--- src/rtl/riscv_pipe_pkg.sv ---
// Shared encodings and default widths for the 5-stage RISC-V pipeline registers.
package riscv_pipe_pkg;

    localparam int DEF_XLEN   = 32;
    localparam int DEF_RA_W   = 5;
    localparam int DEF_ALUC_W = 3;
    localparam int DEF_CNT_W  = 32;

    // Valid, RegWrite, ResSrc(2), MemWrite, Jal, Branch, Jalr, ALUSrc, sel
    localparam int CTRL_BASE_W = 10;

    typedef enum logic [1:0] {
        RES_ALU = 2'b00,
        RES_MEM = 2'b01,
        RES_PC4 = 2'b10
    } res_src_e;

    localparam logic [2:0] ALU_ADD = 3'b000;
    localparam logic [2:0] ALU_SUB = 3'b001;
    localparam logic [2:0] ALU_AND = 3'b010;
    localparam logic [2:0] ALU_OR  = 3'b011;
    localparam logic [2:0] ALU_SLT = 3'b101;

endpackage

--- src/rtl/pipe_field_reg.sv ---
// W-bit pipeline flop group: async reset to 0, sync clear beats enable; 1-cycle latency.
module pipe_field_reg #(
    parameter int W = 1
) (
    input  logic         Clk,
    input  logic         Rst_n,
    input  logic         Clr,
    input  logic         En,
    input  logic [W-1:0] D,
    output logic [W-1:0] Q
);

    always_ff @(posedge Clk or negedge Rst_n) begin
        if (!Rst_n) begin
            Q <= '0;
        end else if (Clr) begin
            Q <= '0;
        end else if (En) begin
            Q <= D;
        end
    end

endmodule

--- src/rtl/id_ex_pipe_reg.sv ---
// Decode->Execute pipeline register: 1-cycle latency, FlushE inserts a bubble, StallE holds.
// Optional perf counters (bubbles, stall cycles) under IDEX_PERF_CNT_EN.
module id_ex_pipe_reg
    import riscv_pipe_pkg::*;
#(
    parameter int XLEN   = DEF_XLEN,
    parameter int RA_W   = DEF_RA_W,
    parameter int ALUC_W = DEF_ALUC_W
`ifdef IDEX_PERF_CNT_EN
    ,
    parameter int CNT_W  = DEF_CNT_W
`endif
) (
    input  logic              Clk,
    input  logic              Rst_n,
    input  logic              StallE,
    input  logic              FlushE,
    input  logic              ValidD,
    input  logic              RegWriteD,
    input  logic [1:0]        ResSrcD,
    input  logic              MemWriteD,
    input  logic              JalD,
    input  logic              BranchD,
    input  logic              JalrD,
    input  logic              ALUSrcD,
    input  logic              selD,
    input  logic [ALUC_W-1:0] ALUControlD,
    input  logic [XLEN-1:0]   RD1D,
    input  logic [XLEN-1:0]   RD2D,
    input  logic [RA_W-1:0]   Rs1D,
    input  logic [RA_W-1:0]   Rs2D,
    input  logic [RA_W-1:0]   RdD,
    input  logic [XLEN-1:0]   PCD,
    input  logic [XLEN-1:0]   PCPlus4D,
    input  logic [XLEN-1:0]   ImmExtD,
    output logic              ValidE,
    output logic              RegWriteE,
    output logic [1:0]        ResSrcE,
    output logic              MemWriteE,
    output logic              JalE,
    output logic              BranchE,
    output logic              JalrE,
    output logic              ALUSrcE,
    output logic              selE,
    output logic [ALUC_W-1:0] ALUControlE,
    output logic [XLEN-1:0]   RD1E,
    output logic [XLEN-1:0]   RD2E,
    output logic [RA_W-1:0]   Rs1E,
    output logic [RA_W-1:0]   Rs2E,
    output logic [RA_W-1:0]   RdE,
    output logic [XLEN-1:0]   PCE,
    output logic [XLEN-1:0]   PCPlus4E,
    output logic [XLEN-1:0]   ImmExtE
`ifdef IDEX_PERF_CNT_EN
    ,
    output logic [CNT_W-1:0]  FlushCntE,
    output logic [CNT_W-1:0]  StallCntE
`endif
);

    localparam int CTRL_W = CTRL_BASE_W + ALUC_W;

    logic loadEn;
    assign loadEn = ~StallE;

    // Clearing RdE on flush keeps forwarding comparators from matching a bubble.
    pipe_field_reg #(.W(CTRL_W)) u_ctrl (
        .Clk(Clk), .Rst_n(Rst_n), .Clr(FlushE), .En(loadEn),
        .D({ValidD, RegWriteD, ResSrcD, MemWriteD, JalD, BranchD, JalrD, ALUSrcD, selD, ALUControlD}),
        .Q({ValidE, RegWriteE, ResSrcE, MemWriteE, JalE, BranchE, JalrE, ALUSrcE, selE, ALUControlE})
    );

    pipe_field_reg #(.W(3 * RA_W)) u_idx (
        .Clk(Clk), .Rst_n(Rst_n), .Clr(FlushE), .En(loadEn),
        .D({Rs1D, Rs2D, RdD}),
        .Q({Rs1E, Rs2E, RdE})
    );

    pipe_field_reg #(.W(2 * XLEN)) u_ops (
        .Clk(Clk), .Rst_n(Rst_n), .Clr(FlushE), .En(loadEn),
        .D({RD1D, RD2D}),
        .Q({RD1E, RD2E})
    );

    pipe_field_reg #(.W(3 * XLEN)) u_pcimm (
        .Clk(Clk), .Rst_n(Rst_n), .Clr(FlushE), .En(loadEn),
        .D({PCD, PCPlus4D, ImmExtD}),
        .Q({PCE, PCPlus4E, ImmExtE})
    );

`ifdef IDEX_PERF_CNT_EN
    // Saturating counters; a stall that coincides with a flush is counted as a flush only.
    always_ff @(posedge Clk or negedge Rst_n) begin
        if (!Rst_n) begin
            FlushCntE <= '0;
            StallCntE <= '0;
        end else begin
            if (FlushE && (FlushCntE != '1)) begin
                FlushCntE <= FlushCntE + 1'b1;
            end
            if (StallE && !FlushE && (StallCntE != '1)) begin
                StallCntE <= StallCntE + 1'b1;
            end
        end
    end
`endif

endmodule

--- config.mk ---
export PLATFORM = sky130hd
export DESIGN_NAME = id_ex_pipe_reg
export DESIGN_NICKNAME = d
export VERILOG_FILES = /design/src/rtl/riscv_pipe_pkg.sv /design/src/rtl/pipe_field_reg.sv /design/src/rtl/id_ex_pipe_reg.sv
export SDC_FILE = /design/constraint.sdc
export NUM_CORES = 1
export LEC_CHECK = 0
export ABC_AREA = 1
export CORE_AREA = 2 2 147 149
export CTS_BUF_LIST = sky130_fd_sc_hd__clkbuf_2 sky130_fd_sc_hd__clkbuf_4 sky130_fd_sc_hd__clkbuf_8
export CTS_CLUSTER_DIAMETER = 30
export DETAILED_ROUTE_END_ITERATION = 8
export DIE_AREA = 0 0 149 151
export GPL_TIMING_DRIVEN = 0
export PLACE_DENSITY_LB_ADDON = 0.12
export SYNTH_ARGS = -nofsm -noshare
export SYNTH_HDL_FRONTEND = slang
export SYNTH_SLANG_ARGS = --single-unit
--- constraint.sdc ---
create_clock -name Clk -period 0.8 [get_ports Clk]
set_input_delay 0.08 -clock Clk [delete_from_list [all_inputs] [get_ports Clk]]
set_output_delay 0.08 -clock Clk [all_outputs]
set_load 0.01 [all_outputs]
After elaboration in Yosys (flattened, before gate mapping)
Cells that the tools add are included.
- word-level logic and storage cells: 13
- flip-flop bits (word level): 188
- muxes and demuxes: 8
- equality and inequality tests: 1
- operators with widths (operator ; count):
    2-to-1 mux 96 bit ; 2
    2-to-1 mux 64 bit ; 2
    2-to-1 mux 15 bit ; 2
    2-to-1 mux 13 bit ; 2
    inequality test 2 x 1 -> 1 bit, second input constant ; 1

Longest topological paths before layout
Gate-level depths: netlist (run 1).
- word-level depth: 2
- mapped depth: 6
- depth with buffers taken out: 3

Cells and area by module
From an unflattened synthesis (run 1), not the netlist that was laid out.
- cells, all modules: 818
- area, all modules: 7473.4 um2
- by module, submodules not included (module ; area each (um2) ; seq. area each (um2) ; cells each ; times used):
    pipe_field_reg at u_pcimm ; 3779.9 ; 2402.3 ; 417 ; 1
    pipe_field_reg at u_ops ; 2529.9 ; 1601.5 ; 277 ; 1
    pipe_field_reg at u_idx ; 620.6 ; 375.4 ; 66 ; 1
    pipe_field_reg at u_ctrl ; 539.3 ; 325.3 ; 57 ; 1
    id_ex_pipe_reg ; 3.8 ; 0.0 ; 1 ; 1

Worst setup path after synthesis (run 1)
OpenSTA, ideal clock, no wires.
- kind: input to register
- start point: in StallE
- end point: reg u_ctrl.Q[0]
- required time: 0.735 ns
- arrival: 0.759 ns
- buffers on the path: 3
- path slack: -0.024 ns
- library setup time: 0.065 ns
- stages on the path: 6
- path through: buf_4 -> nor2_8 -> buf_4 -> buf_2 -> nand2_1 -> nand2_1
- word-level cells in the longest chain between the ends: 1
- ends and longest elaborated chain (what ; RTL line ; text):
    start, declared ; id_ex_pipe_reg.sv:16 ; input logic StallE,
    inequality test 2 x 1 -> 1 bit (no line) ; -- ;
    end signal, assigned ; pipe_field_reg.sv:15 ; Q <= '0;
    end signal, assigned ; pipe_field_reg.sv:17 ; Q <= '0;
    end signal, assigned ; pipe_field_reg.sv:19 ; Q <= D;
    end, declared ; pipe_field_reg.sv:10 ; output logic [W-1:0] Q
Every way passes these cells.
A chain may end at the register's enable or synchronous reset.

Worst setup path after layout (run 1)
- start point: reg u_ops.Q[55]
- end point: out RD1E[23]
- RTL lines (what ; RTL line ; text):
    start, declared ; pipe_field_reg.sv:10 ;
    start signal, assigned ; pipe_field_reg.sv:15 ;
    start signal, assigned ; pipe_field_reg.sv:17 ;
    start signal, assigned ; pipe_field_reg.sv:19 ;
    end, declared ; id_ex_pipe_reg.sv:46 ; output logic [XLEN-1:0] RD1E,
No word-level cell between the ends.

==> results of run 1 <==
==> through the flow <==
stage / instance area, sq um / util (%) / instances
floorplan: 7460 / - / 815
global placement: 11600 / 55.6 / 1468
detailed placement: 11600 / 55.8 / 1469
CTS: 11900 / 57.3 / 1550
global route: 12600 / 60.4 / 1586
finish: 12600 / 60.4 / 1586
==> per-layer routing <==
| layer | wire (um) | GRT usage (%) | share of wire [%] |
|---|---|---|---|
| met5 | 0 | 0 | 0 |
| met4 | 814 | 8.62 | 3.1 |
| met3 | 2290 | 8.10 | 8.8 |
| met2 | 12800 | 37.0 | 49 |
| met1 | 10200 | 26.5 | 39 |
==> path summary, 6_finish.rpt <==
| kind | from | endpoint | cells past startpoint | slack (ns) |
|---|---|---|---|---|
| worst max-delay path | u_ops.Q[55] | RD1E[23] | 1 | -0.32 |
| worst min-delay path | Rst_n | u_ops.Q[18] | 1 | -0.38 |
| worst max register to register | u_ops.Q[8] | u_ops.Q[8] | 4 | -0.09 |
| worst min register to register | u_pcimm.Q[85] | u_pcimm.Q[85] | 2 | 0.52 |
| max in group asynchronous | Rst_n | u_pcimm.Q[27] | 2 | 0.23 |
| min in group Clk | RD2D[29] | u_ops.Q[29] | 3 | 0.13 |
==> what timing repair did <==
item                                    4_1_cts  5_1_grt
endpoints found under the setup margin      376      266
resized for setup                           861       92
cloned                                        0        0
pin swaps                                     1       29
setup buffers                                50       46
endpoints found under the hold margin        98       98
==> flip-flops by register name (all words and copies together) (netlist names) <==
| signal | cells |
|---|---|
| u_ops.Q | 64 |
| u_idx.Q | 15 |
| u_ctrl.Q | 13 |
| u_pcimm.Q | 96 |
==> cells in the mapped netlist, drive strengths merged <==
cell type	instances
nand2	376
nor2	1
inv	1
nand3	188
clkbuf	18
buf	43
dfrtp	188
==> power by group <==
group	switching, uW	internal, uW	total (uW)
clock network	3540	2910	6450
logic	1780	2210	4000
registers	343	10000	10400
total	5670	15100	20800
==> area by class of cell <==
type	count	area share [%]
Buffer	61	3.34
Multi-Input combinational cell	565	20.1
Clock buffer	19	2.03
Sequential cell	188	37.4
Tap cell	275	2.73
Clock inverter	12	1.08
Timing Repair Buffer	465	33.3
Inverter	1	0.0497
==> cells by family (layout without fill, tap and decap cells) <==
kind of cell	count (synthesis)	after routing	share of synthesized area (%)
buf+inv	62	558	5.13
flops	188	188	63.1
simple gates	565	565	31.8
==> impl_metrics.env, run 1 <==
export IMPL_status="complete, but fails checks"
export IMPL_violations="hold timing, setup timing"
export IMPL_layout_common_cells="373 x nand2_1, 188 x clkdlybuf4s50_1, 188 x dfrtp_1"
export IMPL_drv_cap=0
export IMPL_grt_overflow_total=0
export IMPL_slew_violations=0
export IMPL_synth_cell_types=9
export IMPL_finalHoldViolations=98
export IMPL_io_pin_count=380
export IMPL_synth_fp_nets=1007
export IMPL_cp_top_family="flip-flops"
export IMPL_dieWidth_um=149
export IMPL_crit_required_ns=0.72
export IMPL_synth_top_cell_area_share_pct=63.1
export IMPL_holdWs_ns=-0.379
export IMPL_initialDrtViolationCount=375
export IMPL_drt_wl_total_mm=26.0
export IMPL_synth_seq_area_share_pct=63.1
export IMPL_slew_headroom_pct=47.6
export IMPL_fin_crit_sh_pct=140
export IMPL_mostFrequentLayoutCell="nand2_1"
export IMPL_ys_ff_latch=188
export IMPL_synth_largest_area_cell="dfrtp_1"
export IMPL_regArea_sq_um=4700
export IMPL_p_leak_uw=0.00681
export IMPL_num_rows=53
export IMPL_diodes=0
export IMPL_drt_first_pass_iters=5
export IMPL_clk_pin_slew_ns=0.11
export IMPL_core_area_sq_um=20800
export IMPL_gp_congestion=0.809
export IMPL_critPathCaptureType="primary output"
export IMPL_cts_tree="done"
export IMPL_clock_skew_ns=0
export IMPL_synth_area_top_cells="dfrtp_1 63%, nand2_1 19%, nand3_1 13%"
export IMPL_wire_per_inst_um=16.4
export IMPL_antenna_found_initial=0
export IMPL_setup_viol=194
export IMPL_fin_setup_tns_ns=-51.74
export IMPL_synthCells=815
export IMPL_area_growth_pct=68.7
export IMPL_rsz0062_at_grt="yes"
export IMPL_port_buffers=378
export IMPL_setup_ws_ns=-0.317
export IMPL_irDropWorstVdd_v=0.000895
export IMPL_route_vias_total=7315
export IMPL_synth_area_sq_um=7460
export IMPL_path_cells="buf_2"
export IMPL_period_minus_slack_ns=1.12
export IMPL_p_per_area_nw_per_um2=1650
export IMPL_power_total_uw=20800
export IMPL_clk_path_buf_depth=2
export IMPL_cts_root_buf="clkbuf_8"
export IMPL_avgSynthCellArea_sq_um=9.15
export IMPL_yosysWarnings=0
export IMPL_multi_input_area_sq_um=2530
export IMPL_floorplan_initialDensity_pct=35.8
export IMPL_hold_class="in2async"
export IMPL_slowest_stage="dfrtp_1"
export IMPL_viasPerCell=4.61
export IMPL_grt_use_total_pct=22.3
export IMPL_grt_pass1_wl_mm=38.7
export IMPL_grt_max_degree=100
export IMPL_grt_pass1_vias=7121
export IMPL_path_buf_inv=1
export IMPL_place_ws_ns=-0.792
export IMPL_cts_sinks=188
export IMPL_die_area_sq_um=22500
export IMPL_fmax_mhz=895
export IMPL_insertion_delay_ns=0.46
export IMPL_arrival_ns=1.04
export IMPL_drive_gt1_share_pct=29.9
export IMPL_tightestPinTransition_ns=0.786
export IMPL_cp_start_kind="register"
export IMPL_crit_type="reg2out"
export IMPL_worstPathMaxFanout=2
export IMPL_fillerInstances=1901
export IMPL_hpwl_mm=18.1
export IMPL_die_y_um=151
export IMPL_drc_errors=0
export IMPL_nets=1491
export IMPL_h_tree_depth=4
export IMPL_cts_made_buffers=17
export IMPL_antenna_left=0
export IMPL_max_stage_delay_ns=0.42
Power figures use the tool's default switching activity.
==> run 2, diff against run 1 <==
--- a/config.mk
+++ b/config.mk
@@ -11,7 +11,6 @@
 export CTS_CLUSTER_DIAMETER = 30
 export DETAILED_ROUTE_END_ITERATION = 8
 export DIE_AREA = 0 0 149 151
-export GPL_TIMING_DRIVEN = 0
 export PLACE_DENSITY_LB_ADDON = 0.12
 export SYNTH_ARGS = -nofsm -noshare
 export SYNTH_HDL_FRONTEND = slang
==> constraint.sdc (replaced) <==
create_clock -name Clk -period 0.8 [get_ports Clk]
set_input_delay 0.08 -clock Clk [delete_from_list [all_inputs] [get_ports Clk]]
set_output_delay 0.08 -clock Clk [all_outputs]
set_load 0.005 [all_outputs]
==> run 2 against run 1 <==
  * The run ends with setup timing left
  * Power down 0.35%
  * Setup slack better by 0.026 ns
  * Combinational power is 3% lower
  * Critical path type unchanged
==> impl_metrics.env, run 2 (synthesis gave the netlist of run 1 again) <==
export IMPL_clk_path_buf_depth=2
export IMPL_place_inst=1478
export IMPL_antenna_left=0
export IMPL_worstHoldStart="StallE"
export IMPL_crit_required_ns=0.72
export IMPL_cts_sinks=188
export IMPL_critPathCaptureType="primary output"
export IMPL_slew_violations=0
export IMPL_floorplan_initialDensity_pct=35.8
export IMPL_cp_depth=1
export IMPL_diodes=0
export IMPL_area_growth_pct=69.1
export IMPL_worst_r2r_cell_count=4
export IMPL_place_ws_ns=-0.607
export IMPL_rsz0062_at_grt="yes"
export IMPL_max_stage_delay_ns=0.42
export IMPL_setup_ws_ns=-0.291
export IMPL_grt_pass1_vias=7353
export IMPL_h_tree_depth=4
export IMPL_switching_share_pct=27.0
export IMPL_fillerInstances=1841
export IMPL_slew_headroom_pct=73.6
export IMPL_cp_startpoint="u_ops.Q[19]"
export IMPL_status="complete, but fails checks"
export IMPL_cp_start_kind="register"
export IMPL_rr_startpoint="u_ops.Q[59]"
export IMPL_worstPathMaxFanout=2
export IMPL_clock_skew_ns=0
export IMPL_p_leak_uw=0.00700
export IMPL_grt_overflow_total=0
export IMPL_num_rows=53
export IMPL_stdcell_count=1607
export IMPL_seq_power_share_pct=49.7
export IMPL_hold_class="in2reg"
export IMPL_switchingPower_uw=5590
export IMPL_nets=1512
export IMPL_route_vias_total=7446
export IMPL_drt_wl_total_mm=26.0
export IMPL_port_buffers=379
export IMPL_die_y_um=151
export IMPL_viasPerCell=4.63
export IMPL_period_minus_slack_ns=1.09
export IMPL_grt_pass1_wl_mm=39.7
export IMPL_core_area_sq_um=20800
export IMPL_finalHoldViolations=0
export IMPL_combPwrFrac_pct=18.6
export IMPL_internal_power_uw=15200
export IMPL_violations="setup timing"
export IMPL_reg_top3="u_pcimm.Q: 96 flops, u_ops.Q: 64 flops, u_idx.Q: 15 flops"
export IMPL_io_pin_count=380
export IMPL_slowest_stage="dfrtp_1"
export IMPL_path_buf_inv=1
export IMPL_p_per_area_nw_per_um2=1650
export IMPL_cts_tree="done"
export IMPL_largest_reg_flops=96
export IMPL_grt_use_total_pct=22.6
export IMPL_setup_viol=211
export IMPL_die_area_sq_um=22500
export IMPL_wire_per_inst_um=16.2
export IMPL_mostFrequentLayoutCell="nand2_1"
export IMPL_grt_max_degree=35
export IMPL_p_clk_share_pct=31.7
export IMPL_dieWidth_um=149
export IMPL_crit_type="reg2out"
export IMPL_hpwl_mm=18.5
export IMPL_irDropWorstVdd_v=0.00124
export IMPL_drt_first_pass_iters=5
export IMPL_cts_root_buf="clkbuf_8"
export IMPL_path_cells="buf_2"
export IMPL_initialDrtViolationCount=309
export IMPL_cp_top_family="flip-flops"
export IMPL_fin_crit_sh_pct=136
export IMPL_cts_made_buffers=17
export IMPL_layout_common_cells="375 x nand2_1, 188 x clkdlybuf4s50_1, 188 x dfrtp_1"
export IMPL_drc_errors=0
export IMPL_gp_congestion=0.762
export IMPL_tightestPinTransition_ns=0.396
export IMPL_endpoint="RD2E[19]"
export IMPL_rrSetupSlack_ns=-0.07
export IMPL_fmax_mhz=916
export IMPL_drive_gt1_share_pct=31.5
export IMPL_clk_pin_slew_ns=0.11
export IMPL_hold_depth=4
export IMPL_insertion_delay_ns=0.45
export IMPL_antenna_found_initial=0
export IMPL_regMostFlops="u_pcimm.Q"
export IMPL_r2r_end="u_ops.Q[59]"
export IMPL_arrival_ns=1.01
export IMPL_drv_cap=0
[run 2: how the worst min path moves through the flow]
| stage | slack, ns | endpoint |
|---|---|---|
| floorplan | -0.22 | u_ctrl.Q[0] |
| global placement | 0.02 | u_ops.Q[41] |
| detailed placement | 0.02 | u_ops.Q[41] |
| CTS | 0.02 | u_pcimm.Q[18] |
| global route | 0.02 | u_pcimm.Q[18] |
| finish | 0.05 | u_pcimm.Q[25] |
[run 2: cell type report]
type	count	area, sq um	area share (%)
flip-flops and latches	188	4700	37.3
repair buffers	547	4640	36.8
multi-input cells	565	2520	20.0
well taps	275	344	2.73
clock buffers	18	241	1.91
clock inverters	13	154	1.22
inverters	1	6.26	0.0496
[run 2: power by group through the flow]
| stage | combinational (uW) | sequential, uW | clock, uW |
|---|---|---|---|
| final | 3860 | 10300 | 6580 |
| after global routing | 4210 | 10400 | 7180 |
| after CTS | 3630 | 10300 | 6740 |
| after detailed placement | 3860 | 10500 | 0 |
| after global placement | 3840 | 10500 | 0 |
| after floorplan | 892 | 10500 | 0 |
[run 2: routing by layer]
layer | wire length (um) | part of all wire, % | up-vias | track usage, %
met2 | 12800 | 49 | 291 | 37.5
met4 | 801 | 3.1 | 0 | 8.90
met1 | 10500 | 40 | 3505 | 27.9
li1 | - | - | 3611 | -
met5 | 0 | 0 | - | 0
met3 | 1960 | 7.5 | 39 | 6.42
[run 2: stage by stage]
stage                     utilization, %  hold WS [ns]  total power, uW  TNS, ns  cell area, sq um
after floorplan                        -        -0.216            11400    -2.38              7460
final                               60.6        0.0467            20700   -48.53             12600
after global routing                60.6        0.0206            21800   -61.42             12600
after global placement              58.1        0.0151            14300  -129.50             12100
after detailed placement            58.1        0.0196            14400  -130.77             12100
after CTS                           57.9        0.0229            20700   -55.24             12100
[run 2: timing repair]
action,in CTS,in global routing
hold buffers,1,0
gates resized for setup,769,51
endpoints found under the setup margin,376,194
buffers inserted,59,45
pin swaps,4,26
endpoints found under the hold margin,188,0
